`config.mk`:
```
export PLATFORM = sky130hd
export DESIGN_NAME = frame_scanner_flat
export DESIGN_NICKNAME = d
export VERILOG_FILES = /design/src/rtl/frame_scanner_if.sv /design/src/rtl/frame_scanner.sv /design/src/flat_wrapper.sv
export SDC_FILE = /design/constraint.sdc
export NUM_CORES = 1
export LEC_CHECK = 0
export CAP_MARGIN = 20
export CORE_ASPECT_RATIO = 0.75
export CORE_UTILIZATION = 40
export DETAILED_ROUTE_END_ITERATION = 10
export PLACE_DENSITY = 0.68
export SLEW_MARGIN = 30
export SYNTH_ARGS = -nofsm -noshare
export SYNTH_HDL_FRONTEND = slang
export SYNTH_SLANG_ARGS = --single-unit
```
`constraint.sdc`:
```
create_clock -name clk -period 3.3 [get_ports clk]
set_clock_uncertainty 0.2 [all_clocks]
set_input_delay 0.66 -clock clk [delete_from_list [all_inputs] [get_ports clk]]
set_output_delay 0.66 -clock clk [all_outputs]
set_load 0.03 [all_outputs]
```
`src/rtl/frame_scanner_if.sv`:
```
// -----------------------------------------------------------------------------
// frame_scanner_if
// Bundles the run control, channel snapshot inputs and the time-multiplexed
// debug output of frame_scanner. The "master" side drives the channel words and
// run control and observes the output bus. The "slave" side is the scanner.
// -----------------------------------------------------------------------------
interface frame_scanner_if #(
  parameter int DATA_W = 8,
  parameter int N_CH   = 8
);
  localparam int CH_W = $clog2(N_CH + 1);

  logic                     enable;
  logic [N_CH*DATA_W-1:0]   ch_data;
  logic [N_CH-1:0]          ch_mask;
  logic [DATA_W-1:0]        dout;
  logic [CH_W-1:0]          dout_ch;
  logic                     dout_valid;
  logic                     frame_start;
  logic                     busy;

  modport master (
    output enable, ch_data, ch_mask,
    input  dout, dout_ch, dout_valid, frame_start, busy
  );

  modport slave (
    input  enable, ch_data, ch_mask,
    output dout, dout_ch, dout_valid, frame_start, busy
  );
endinterface

```
`src/rtl/frame_scanner.sv`:
```
// -----------------------------------------------------------------------------
// frame_scanner
// Time-multiplexed channel broadcaster for scope / logic-analyser debug.
// At each frame start a coherent snapshot of all channel words is taken; the
// enabled channels are then replayed in ascending index order, one per slot of
// SLOT_CYCLES clocks, with a frame-sync strobe for scope triggering.
//
// Optional feature macro: FRAME_CHECKSUM_EN
//   When defined, every frame carries one extra slot after the last channel
//   holding the XOR of the snapshot words of all enabled channels, tagged with
//   channel index N_CH.
// -----------------------------------------------------------------------------
module frame_scanner #(
  parameter int DATA_W      = 8,
  parameter int N_CH        = 8,
  parameter int SLOT_CYCLES = 16
) (
  input  logic            clk,
  input  logic            rst_n,
  frame_scanner_if.slave  bus
);

  localparam int CH_W  = $clog2(N_CH + 1);
  localparam int CNT_W = $clog2(SLOT_CYCLES);

  localparam logic [0:0] S_IDLE = 1'b0;
  localparam logic [0:0] S_SLOT = 1'b1;

  // Reject configurations the slot sequencing cannot support.
  if (N_CH < 2) begin : g_bad_nch
    $error("frame_scanner: N_CH must be at least 2");
  end
  if (SLOT_CYCLES < 2) begin : g_bad_slot
    $error("frame_scanner: SLOT_CYCLES must be at least 2");
  end

  // ---------------------------------------------------------------------------
  // State
  // ---------------------------------------------------------------------------
  logic [0:0]         r_state;
  logic [DATA_W-1:0]  r_shadow [N_CH];
  logic [N_CH-1:0]    r_mask;
  logic [CNT_W-1:0]   r_slot_cnt;
  logic [DATA_W-1:0]  r_dout;
  logic [CH_W-1:0]    r_dout_ch;
  logic               r_dout_valid;
  logic               r_frame_start;
  logic               r_busy;

`ifdef FRAME_CHECKSUM_EN
  logic               r_in_cks;
  logic [DATA_W-1:0]  w_cks;
`endif

  // ---------------------------------------------------------------------------
  // Combinational helpers
  // ---------------------------------------------------------------------------
  logic [CH_W-1:0]    w_first_idx;
  logic [DATA_W-1:0]  w_first_data;
  logic               w_has_next;
  logic [CH_W-1:0]    w_next_idx;
  logic [DATA_W-1:0]  w_next_data;
  logic               w_slot_last;
  logic               w_frame_end;
  logic               w_start;

  // Lowest set bit of the live mask and its live data word (first slot source).
  always_comb begin
    // NOTE: every output of a combinational block gets a default first so no
    // path leaves it unassigned; otherwise a latch is inferred.
    w_first_idx  = '0;
    w_first_data = '0;
    for (int i = N_CH - 1; i >= 0; i--) begin
      if (bus.ch_mask[i]) begin
        w_first_idx  = CH_W'(i);
        w_first_data = bus.ch_data[i*DATA_W +: DATA_W];
      end
    end
  end

  // Next higher enabled channel above the one currently on dout, from shadows.
  // In the checksum slot dout_ch is N_CH, so no channel qualifies.
  always_comb begin
    w_has_next  = 1'b0;
    w_next_idx  = '0;
    w_next_data = '0;
    for (int i = N_CH - 1; i >= 0; i--) begin
      if (r_mask[i] && (CH_W'(i) > r_dout_ch)) begin
        w_has_next  = 1'b1;
        w_next_idx  = CH_W'(i);
        w_next_data = r_shadow[i];
      end
    end
  end

`ifdef FRAME_CHECKSUM_EN
  // XOR of the snapshot words of every channel enabled for this frame.
  always_comb begin
    w_cks = '0;
    for (int i = 0; i < N_CH; i++) begin
      if (r_mask[i]) begin
        w_cks = w_cks ^ r_shadow[i];
      end
    end
  end
`endif

  assign w_slot_last = (r_slot_cnt == CNT_W'(SLOT_CYCLES - 1));

  // The frame ends on the last cycle of its final slot: the last channel, or
  // the checksum slot when that feature is built in.
`ifdef FRAME_CHECKSUM_EN
  assign w_frame_end = (r_state == S_SLOT) && w_slot_last && !w_has_next && r_in_cks;
`else
  assign w_frame_end = (r_state == S_SLOT) && w_slot_last && !w_has_next;
`endif

  // Run control and mask are only honoured at frame boundaries.
  assign w_start = bus.enable && (|bus.ch_mask) &&
                   ((r_state == S_IDLE) || w_frame_end);

  // ---------------------------------------------------------------------------
  // Snapshot capture
  // ---------------------------------------------------------------------------
  // Latch every channel word and the mask at a frame-start edge.
  always_ff @(posedge clk or negedge rst_n) begin
    if (!rst_n) begin
      // NOTE: the shadow words are observable (checksum, idle hold) and must
      // come up defined, so this small register array is reset explicitly.
      for (int i = 0; i < N_CH; i++) begin
        r_shadow[i] <= '0;
      end
      r_mask <= '0;
    end else if (w_start) begin
      for (int i = 0; i < N_CH; i++) begin
        r_shadow[i] <= bus.ch_data[i*DATA_W +: DATA_W];
      end
      r_mask <= bus.ch_mask;
    end
  end

  // ---------------------------------------------------------------------------
  // Slot sequencer and output registers
  // ---------------------------------------------------------------------------
  // Advance the slot counter and reload the output word at each slot boundary.
  always_ff @(posedge clk or negedge rst_n) begin
    if (!rst_n) begin
      // NOTE: state is updated with non-blocking assignments so every register
      // in the block sees pre-edge values, matching real flip-flop behaviour.
      r_state       <= S_IDLE;
      r_slot_cnt    <= '0;
      r_dout        <= '0;
      r_dout_ch     <= '0;
      r_dout_valid  <= 1'b0;
      r_frame_start <= 1'b0;
      r_busy        <= 1'b0;
`ifdef FRAME_CHECKSUM_EN
      r_in_cks      <= 1'b0;
`endif
    end else begin
      r_dout_valid <= 1'b0;
      if (w_start) begin
        // First slot comes from live data; it equals the snapshot being taken.
        r_state       <= S_SLOT;
        r_slot_cnt    <= '0;
        r_dout        <= w_first_data;
        r_dout_ch     <= w_first_idx;
        r_dout_valid  <= 1'b1;
        r_frame_start <= 1'b1;
        r_busy        <= 1'b1;
`ifdef FRAME_CHECKSUM_EN
        r_in_cks      <= 1'b0;
`endif
      end else if (r_state == S_SLOT) begin
        if (!w_slot_last) begin
          r_slot_cnt <= r_slot_cnt + 1'b1;
        end else if (w_has_next) begin
          r_slot_cnt    <= '0;
          r_dout        <= w_next_data;
          r_dout_ch     <= w_next_idx;
          r_dout_valid  <= 1'b1;
          r_frame_start <= 1'b0;
`ifdef FRAME_CHECKSUM_EN
        end else if (!r_in_cks) begin
          r_slot_cnt    <= '0;
          r_dout        <= w_cks;
          r_dout_ch     <= CH_W'(N_CH);
          r_dout_valid  <= 1'b1;
          r_frame_start <= 1'b0;
          r_in_cks      <= 1'b1;
`endif
        end else begin
          // Frame over with no restart: dout and dout_ch keep their last value.
          r_state       <= S_IDLE;
          r_slot_cnt    <= '0;
          r_frame_start <= 1'b0;
          r_busy        <= 1'b0;
        end
      end
    end
  end

  assign bus.dout        = r_dout;
  assign bus.dout_ch     = r_dout_ch;
  assign bus.dout_valid  = r_dout_valid;
  assign bus.frame_start = r_frame_start;
  assign bus.busy        = r_busy;

endmodule

```
`src/flat_wrapper.sv`:
```
// flat-port wrapper written by rule: the top's interface ports become plain ports
module frame_scanner_flat 
#(
  parameter int DATA_W      = 8,
  parameter int N_CH        = 8,
  parameter int SLOT_CYCLES = 16
)
  (clk, rst_n, bus_enable, bus_ch_data, bus_ch_mask, bus_dout, bus_dout_ch, bus_dout_valid, bus_frame_start, bus_busy);
  frame_scanner_if #(.DATA_W(DATA_W), .N_CH(N_CH)) bus_i ();
  input  logic clk;
  input  logic rst_n;
  input wire logic [$bits(bus_i.enable)-1:0] bus_enable;
  input wire logic [$bits(bus_i.ch_data)-1:0] bus_ch_data;
  input wire logic [$bits(bus_i.ch_mask)-1:0] bus_ch_mask;
  output wire logic [$bits(bus_i.dout)-1:0] bus_dout;
  output wire logic [$bits(bus_i.dout_ch)-1:0] bus_dout_ch;
  output wire logic [$bits(bus_i.dout_valid)-1:0] bus_dout_valid;
  output wire logic [$bits(bus_i.frame_start)-1:0] bus_frame_start;
  output wire logic [$bits(bus_i.busy)-1:0] bus_busy;
  assign bus_i.enable = bus_enable;
  assign bus_i.ch_data = bus_ch_data;
  assign bus_i.ch_mask = bus_ch_mask;
  assign bus_dout = bus_i.dout;
  assign bus_dout_ch = bus_i.dout_ch;
  assign bus_dout_valid = bus_i.dout_valid;
  assign bus_frame_start = bus_i.frame_start;
  assign bus_busy = bus_i.busy;
  frame_scanner #(.DATA_W(DATA_W), .N_CH(N_CH), .SLOT_CYCLES(SLOT_CYCLES)) u_core (.clk(clk), .rst_n(rst_n), .bus(bus_i));
endmodule
```
## Word-level counts from Yosys, hierarchy flattened

Cells that the tools add are included.

| storage, ports and cells | value |
|---|---|
| output and inout bits | 15 |
| bits of input ports | 75 |
| register bits after elaboration | 92 |
| word-level logic and storage cells | 114 |

| cells by class | value |
|---|---|
| magnitude comparators | 8 |
| bitwise logic cells | 1 |
| reduce and logical (&&, ||, !) cells | 21 |
| add/sub/neg operators | 1 |
| multiplexer cells | 65 |
| eq/ne operators | 2 |

Operator list:

| cell | count |
|---|---|
| 8-bit two-way mux | 20 |
| 4-bit two-way mux | 14 |
| 3-bit two-way mux | 9 |
| 1-bit two-way mux | 22 |
| 3-bit by 4-bit > comparator with 1-bit output (first input constant) | 4 |
| 1-bit logical AND | 12 |
| 1-bit by 4-bit > comparator with 1-bit output (first input constant) | 2 |
| 2-bit by 4-bit > comparator with 1-bit output (first input constant) | 2 |
| 8-bit OR reduction | 1 |
| 3-bit AND reduction | 2 |
| 2-bit nonzero test | 3 |
| 4-bit by 1-bit adder with 4-bit output (second input constant) | 1 |
| 4-bit == test (second input constant) | 1 |
| 2-bit inequality test (second input constant) | 1 |
| 2-bit AND reduction | 1 |
| 1-bit logical NOT | 1 |
| 1-bit logical OR | 1 |
| 1-bit NOT | 1 |

## Depth between registers and ports, before layout

Gate-level depths: netlist of run 1.

| logic depth | value |
|---|---|
| word-level depth | 16 |
| gate-level depth with buffers | 10 |
| mapped depth without buffers | 7 |

## Worst setup path before layout of run 1

OpenSTA, ideal clock, no wires.

| timing path | value |
|---|---|
| path type | input to register |
| start | input bus_ch_mask[1] |
| end | register u_core.r_mask[6] |
| data required time | 3.035 ns |
| stages on the path | 10 |
| arrival time | 2.304 ns |
| setup time | 0.065 ns |
| path slack | 0.731 ns |
| buffers on the path | 4 |
| path through | clkbuf_1 -> nor2_1 -> nand3_1 -> o21ai_1 -> buf_2 -> nand2b_2 -> buf_6 -> clkbuf_1 -> nand2_1 -> nand2_1 |

| on the way | value |
|---|---|
| longest elaborated chain between the ends | 3 |

RTL lines:

| item | line | source |
|---|---|---|
| start: declaration | flat_wrapper.sv:14 | `input wire logic [$bits(bus_i.ch_mask)-1:0] bus_ch_mask;` |
| 8-bit OR reduction | frame_scanner.sv:119 | `assign w_start = bus.enable && (\|bus.ch_mask) &&` |
| 1-bit logical AND (2 in series) | frame_scanner.sv:119 |  |
| end signal: assignment | frame_scanner.sv:138 | `r_mask <= bus.ch_mask;` |
| end: declaration | frame_scanner.sv:42 | `logic [N_CH-1:0] r_mask;` |

No other way between the ends.
A chain may end at the register's enable or synchronous reset.

## Worst setup path in the final report of run 1

| timing path | value |
|---|---|
| start | register u_core.r_dout_ch[1] (netlist: u_core.bus.dout_ch[1]) |
| end | register u_core.r_dout_ch[1] (netlist: u_core.bus.dout_ch[1]) |

| on the way | value |
|---|---|
| longest elaborated chain between the ends | 16 |
| elaborated cells between the ends (all ways) | 44 |
| those cells by class | order compare (8); mux (20); reduce/logical (16) |

RTL lines:

| item | line | source |
|---|---|---|
| start: declaration | frame_scanner.sv:45 | `logic [CH_W-1:0] r_dout_ch;` |
| start signal: assignment | frame_scanner.sv:167 | `r_dout_ch <= w_first_idx;` |
| start signal: assignment | frame_scanner.sv:180 | `r_dout_ch <= w_next_idx;` |
| 3-bit by 4-bit > comparator with 1-bit output | frame_scanner.sv:88 | `if (r_mask[i] && (CH_W'(i) > r_dout_ch)) begin` |
| 1-bit logical AND | frame_scanner.sv:88 |  |
| 1-bit two-way mux (8 in series) | frame_scanner.sv:88 |  |
| 1-bit logical NOT | frame_scanner.sv:115 | `assign w_frame_end = (r_state == S_SLOT) && w_slot_last && !w_has_next;` |
| 1-bit logical AND | frame_scanner.sv:115 |  |
| 1-bit logical OR | frame_scanner.sv:120 | `((r_state == S_IDLE) \|\| w_frame_end);` |
| 1-bit logical AND | frame_scanner.sv:119 |  |
| 2-bit nonzero test (no source line) | n/a |  |
| 3-bit AND reduction (no source line) | n/a |  |

Several ways; a longest one is shown, not always the timed one. The select of a mux whose other input is x is not followed.

==> run metrics, run 1 <==
PortBufs=88; Yosys top cell by area=dfrtp_1; gr ovfl total=0; first-pass GRT wire length=between 20 and 30 mm; vias in the first global route=approximately 4700; Final Setup Violations=0; Worst-Margin Slew=roughly 0.63 ns; Max Freq=~0.34 GHz; # fillers=between 1000 and 1500; Peak VDD IR=roughly 380 uV; compound-cell area share of the yosys netlist=23.3%; Crit. End Element=flip-flop; Ports=90; Placer Congestion=approximately 0.9; Post-Synth Adder-Cell Area=0.264%; Clk Latency, worst-skew pair=~0.34 ns; final period utilization=around 88%; CP Launch Point=u_core.bus.dout_ch[1]; WP data required=around 3.4 ns; Cells after Synth=around 610; Clock Sinks=about 80; synth top area cells=dfrtp_1 43%, nand2_1 17%, a21oi_1 4.0%; Min Hold Slack=between 0.1 and 0.15 ns; hold buffers post-CTS=0; Setup WS post-layout=between 0.3 and 0.4 ns; RR Startpoint=u_core.bus.dout_ch[1]; initial antenna violation count=0; DR iter-0 viols=~530; status=finished clean; H-tree Lvls=3; area of the multi-input gates=~2400 um^2; Leak Pwr=between 2 and 3 nW; share of layout cells above drive strength 1=approximately 7.4%; Tot GR Track Use=27.8%; XOR/XNOR Fraction of Synth Area=less than 1%; core area=between 10000 and 15000 um^2; vias per cell=~5.7; Std-Cell Rows=34; Async S/R FF share, synth=100%; fin crit period=2.92 ns; pre-CTS WS=~0.22 ns; Synth top area share=between 40% and 50%; Post-synth EDFFs=0; element type at the critical path start=flip-flop; Synth top cells by count=209 x nand2_1, 82 x dfrtp_1, 38 x a21oi_1; CTS resizes=0; DIE AREA=12300 um^2; Slew headroom=approximately 58%; Num CTS Buffers=9; CTS tree=built; final net count=769; multiplexer area fraction after synthesis=0%; Synth warnings=0; TNS Setup=0 ns; drt first pass iters=7; Synth Flop Type=dfrtp_1; Final Max Slew Viols=0; most frequent cell after synthesis=nand2_1; drt total wl=about 16 mm; starting density of the core=a little over 40%; max_cap viols=0; # DRC=0; combinational family with the most area after synthesis=simple AND/OR/NAND/NOR gates; antenna-violating nets left=0; clk buf depth=2; CP max FO=between 70 and 80; clk slew on worst S/H paths=roughly 0.060 ns; FF+latch count, synth=slightly above 80; largest net degree at the start of global routing=slightly below 80; Setup CP Type=reg2reg; Layout area overhead=29.4%; Synth cell types=59; P per Cell Area=851 nW/um^2; Syn Std Cell Area=~4700 um^2; Worst R2R Setup Slack=roughly 0.38 ns; Register Area=approximately 2100 um^2; RR Endpoint=u_core.bus.dout_ch[1]; vias post-DR=4862; Post-Syn Nets=about 690; Tightest Hold Check Type=in2async; Post-CTS Setup Inserts=0; Die W=128 um; root buffer cell=clkbuf_16; WL per Instance=18.6 um; CP arrival=slightly below 3 ns; R2R depth=8; Avg Inst Size Synth=7.75 um^2; diode count=0; Critical Path End=u_core.bus.dout_ch[1]; Die Span Y=just under 100 um; simple-gate portion of the synthesized area=between 20% and 30%; RSZ-0062 raised after global routing=no; number of hold violations in the final report=0; Detailed Place HPWL=approximately 11 mm; sequential share of the synthesized area=around 43%
## critical path, cell delays in order (launching register included)
cell and delay (ns):
dfrtp_1 0.64, nand3_1 0.28, o21ai_2 0.16, or3b_1 0.42, or3_4 0.39, o21ai_4 0.09, buf_12 0.30, nand3_1 0.14
a31oi_1 0.20
## worst min-delay path by stage
stage,startpoint,to,depth (start not counted),slack (ns)
floorplan,rst_n,u_core.bus.busy,0,0.16
global placement,u_core.r_shadow[28],u_core.r_shadow[28],2,0.25
detailed placement,u_core.r_shadow[26],u_core.r_shadow[26],2,0.26
CTS,rst_n,u_core.r_slot_cnt[1],1,0.15
global route,rst_n,u_core.bus.frame_start,1,0.18
finish,rst_n,u_core.bus.frame_start,1,0.12
## cell type report
type | instances | area share, %
clock buffers | 12 | 3.86
clock inverters | 4 | 0.836
inverters | 20 | 1.22
multi-input cells | 465 | 39.3
flip-flops and latches | 82 | 33.5
well taps | 162 | 3.30
repair buffers | 115 | 18.0
## sequential cells by signal, summed over array words and instances, names as in the netlist
signal / flops
u_core.bus.dout_valid: 1
u_core.bus.busy: 1
u_core.r_state: 1
u_core.r_shadow: 56
u_core.bus.frame_start: 1
u_core.bus.dout: 8
u_core.r_mask: 7
u_core.bus.dout_ch: 3
u_core.r_slot_cnt: 4
## through the flow
stage | instance area (um^2) | power (mW) | util [%] | std cells
floorplan | 4740 | 3.32 | - | 611
global placement | 5850 | 4.11 | 50.5 | 844
detailed placement | 5850 | 4.18 | 50.5 | 844
CTS | 6130 | 5.19 | 53.0 | 860
global route | 6130 | 5.56 | 53.0 | 860
finish | 6130 | 5.22 | 53.0 | 860
## per-layer routing
layer	GRT usage [%]	share of wire, %
met1	38.5	45
met2	41.7	43
met3	7.39	9.8
met4	10.4	2.4
met5	0	0
## logic make-up after synthesis
| group | Yosys count |
|---|---|
| AOI/OAI and AO/OA | 167 |
| xor gates and xnor gates | 1 |
| adders and majority gates | 1 |
| buffers and inverters | 64 |
| DFF | 82 |
| other | 1 |
| and+or+nand+nor | 295 |
## power by group
part	switching [mW]	total [mW]	leakage [nW]	internal, mW
registers	0.426	1.91	1.00	1.48
logic	1.32	2.31	1.58	0.994
clock network	0.409	0.998	0.137	0.589
## layout by cell type, fill, tap and decap left out, drive strengths merged, types with 2 or more instances in the layout
cell           instances
a2111oi                3
a211o                  2
a211oi                14
a21o                   6
a21oi                 38
a221oi                 5
a22oi                 13
a31oi                  9
a32oi                  2
buf                   28
clkbuf                12
clkdlybuf4s50         87
clkinv                 2
dfrtp                 82
inv                   20
nand2                209
nand2b                12
nand3                 13
nand3b                 2
nor2                  25
nor2b                  9
nor3                   3
nor3b                  3
nor4                   4
nor4b                  2
o211ai                 3
o21a                   2
o21ai                 37
o21bai                 3
o221ai                 2
o22ai                  8
o31ai                  2
o32ai                  7
o41ai                  5
or3                    7
or3b                   2
Power figures use the tool's default switching activity.
==> run 2, diff against run 1 <==
Settings changed: CORE_UTILIZATION 40 to 50, PLACE_DENSITY 0.68 to 0.81.
==> run 2 against run 1 <==
Against the previous run: critical path depth grew 1; critical endpoint is now u_core.bus.dout[3]; non-clock buffer count is the same; utilization rose by 14 points; clock power down 2.5%; setup slack got worse by 0.29 ns; global-route usage up 7.0 points; worst hold slack improved by 0.014 ns.
==> run metrics, run 2 (synthesized netlist as in run 1, its figures left out) <==
status=finished clean (unchanged); Post-CTS Setup Inserts=0 (unchanged); gr ovfl total=0 (unchanged); P per Cell Area=857 nW/um^2 (was 851 nW/um^2); Sw Share=41.8% (was 41.3%); PortBufs=88 (unchanged); Num CTS Buffers=9 (unchanged); Clk Latency, worst-skew pair=0.34 ns (about the same); core area=9120 um^2 (was 11600 um^2); Largest register FFs=56 (unchanged); final period utilization=97.1% (was 88.5%); CTS resizes=0 (unchanged); Tightest Hold Check Type=in2async (unchanged); WL per Instance=19.6 um (was 18.6 um); drt total wl=16.2 mm (was 16.0 mm); Setup CP Type=reg2reg (unchanged); Clock Sinks=82 (unchanged); Pwr Total=5.25 mW (was 5.22 mW); hold buffers post-CTS=0 (unchanged); Layout area overhead=29.2% (was 29.4%); P_sw=2.19 mW (was 2.15 mW); Seq pwr share=37.1% (was 36.6%); Slew headroom=47.7% (was 57.5%); RR Endpoint=u_core.bus.dout[3] (was u_core.bus.dout_ch[1]); Setup WS post-layout=0.0941 ns (was 0.380 ns); pre-CTS WS=0.295 ns (was 0.224 ns); clock power share=18.5% (was 19.1%); fin crit period=3.21 ns (was 2.92 ns); Detailed Place HPWL=11.4 mm (was 11.3 mm); CTS tree=built (unchanged); commonest non-fill, non-tap cell in the layout=nand2_1 (unchanged); Placement Cell Area=5830 um^2 (was 5850 um^2); # fillers=761 (was 1119); first-pass GRT wire length=25.7 mm (was 25.3 mm); vias post-DR=5023 (was 4862); antenna-violating nets left=0 (unchanged); CP arrival=3.26 ns (was 2.98 ns); Std-Cell Rows=30 (was 34); dpl cells=810 (was 844); WP data required=3.36 ns (about the same); H-tree Lvls=3 (unchanged); Peak VDD IR=341 uV (was 381 uV); DIE AREA=9870 um^2 (was 12300 um^2); Combinational Power Share=44.4% (was 44.3%); design area=6120 um^2 (was 6130 um^2); RR Startpoint=u_core.bus.dout_ch[2] (was u_core.bus.dout_ch[1]); final net count=769 (unchanged); R2R depth=9 (was 8); largest net degree at the start of global routing=83 (was 78); Reg with most FFs=u_core.r_shadow (unchanged); Die W=114 um (was 128 um); DR iter-0 viols=548 (was 534); Max Freq=0.312 GHz (was 0.342 GHz); # DRC=0 (unchanged); share of layout cells above drive strength 1=7.88% (was 7.45%); drt first pass iters=6 (was 7); starting density of the core=51.9% (was 40.9%); internal power=3.06 mW (was 3.07 mW); diode count=0 (unchanged); Final Setup Violations=0 (unchanged); element type at the critical path start=flip-flop (unchanged); Worst R2R Setup Slack=0.09 ns (was 0.38 ns); commonest non-fill, non-tap cells in the layout=209 x nand2_1, 87 x clkdlybuf4s50_1, 82 x dfrtp_1 (unchanged); Worst-Margin Slew=0.785 ns (was 0.631 ns); CP max FO=28 (was 77); root buffer cell=clkbuf_16 (unchanged); Leak Pwr=2.73 nW (was 2.72 nW); Final Max Slew Viols=0 (unchanged); Crit. End Element=flip-flop (unchanged); TNS Setup=0 ns (unchanged); Min Hold Slack=0.138 ns (was 0.124 ns); initial antenna violation count=0 (unchanged); Tot GR Track Use=34.8% (was 27.8%); vias in the first global route=4838 (was 4685); clk buf depth=2 (unchanged); clk slew on worst S/H paths=0.06 ns (about the same); Ports=90 (unchanged); RSZ-0062 raised after global routing=no (unchanged); vias per cell=6.08 (was 5.65); fin util=67.1% (was 53.0%); max_cap viols=0 (unchanged); Layout Cells excl Fill=826 (was 860); Die Span Y=86.3 um (was 96.3 um); number of hold violations in the final report=0 (unchanged); Placer Congestion=0.973 (was 0.912)
-- run 2: cell types whose count changed in the layout (fill, tap and decap cells not counted) --
cell	change
clkbuf_8	+3
clkinv_2	+1
buf_6	+1
bufinv_16	-1
inv_6	-1
buf_4	-3
clkbuf_1	-3
buf_12	+2
clkinvlp_4	+1
-- run 2: worst max-delay path by stage --
stage,from,endpoint,cells after the start
finish,u_core.bus.dout_ch[2],u_core.bus.dout[3],9
global route,u_core.bus.dout_ch[2],u_core.bus.dout[3],9
CTS,u_core.bus.dout_ch[2],u_core.bus.dout[3],9
detailed placement,bus_ch_mask[4],u_core.bus.dout_ch[1],8
global placement,bus_ch_mask[6],u_core.bus.dout[4],8
floorplan,bus_ch_mask[1],u_core.r_mask[6],10
-- run 2: power by group through the flow --
stage | clock network, mW | logic (mW) | registers [mW]
finish | 0.973 | 2.33 | 1.95
global route | 1.03 | 2.56 | 1.99
global placement | 0 | 2.20 | 1.91
detailed placement | 0 | 2.26 | 1.93
CTS | 0.977 | 2.29 | 1.92
floorplan | 0 | 1.44 | 1.89
-- run 2: area by class of cell --
class	instances	area, um^2	area share (%)
inverter	20	75.1	1.23
clock inverter	4	25.0	0.409
tap	128	160	2.62
clock buffer	12	267	4.35
timing repair buffer	115	1130	18.5
sequential	82	2050	33.5
multi-input combinational	465	2410	39.4
-- run 2: metal layers --
layer | track usage, % | routed length [um] | up-vias
li1 | - | - | 2272
met1 | 47.4 | 6620 | 2368
met2 | 52.8 | 7070 | 342
met3 | 10.8 | 2060 | 41
met4 | 11.6 | 413 | 0
met5 | 0 | 0 | -
-- run 2: critical path: stages (launching register included) --
cell and delay, ns:
dfrtp_1 0.72, buf_4 0.41, nand2_1 0.12, o32ai_1 0.14, o21a_1 0.36, a211oi_1 0.13
nor4_1 0.60, buf_4 0.22, a211oi_1 0.04, o22ai_1 0.16
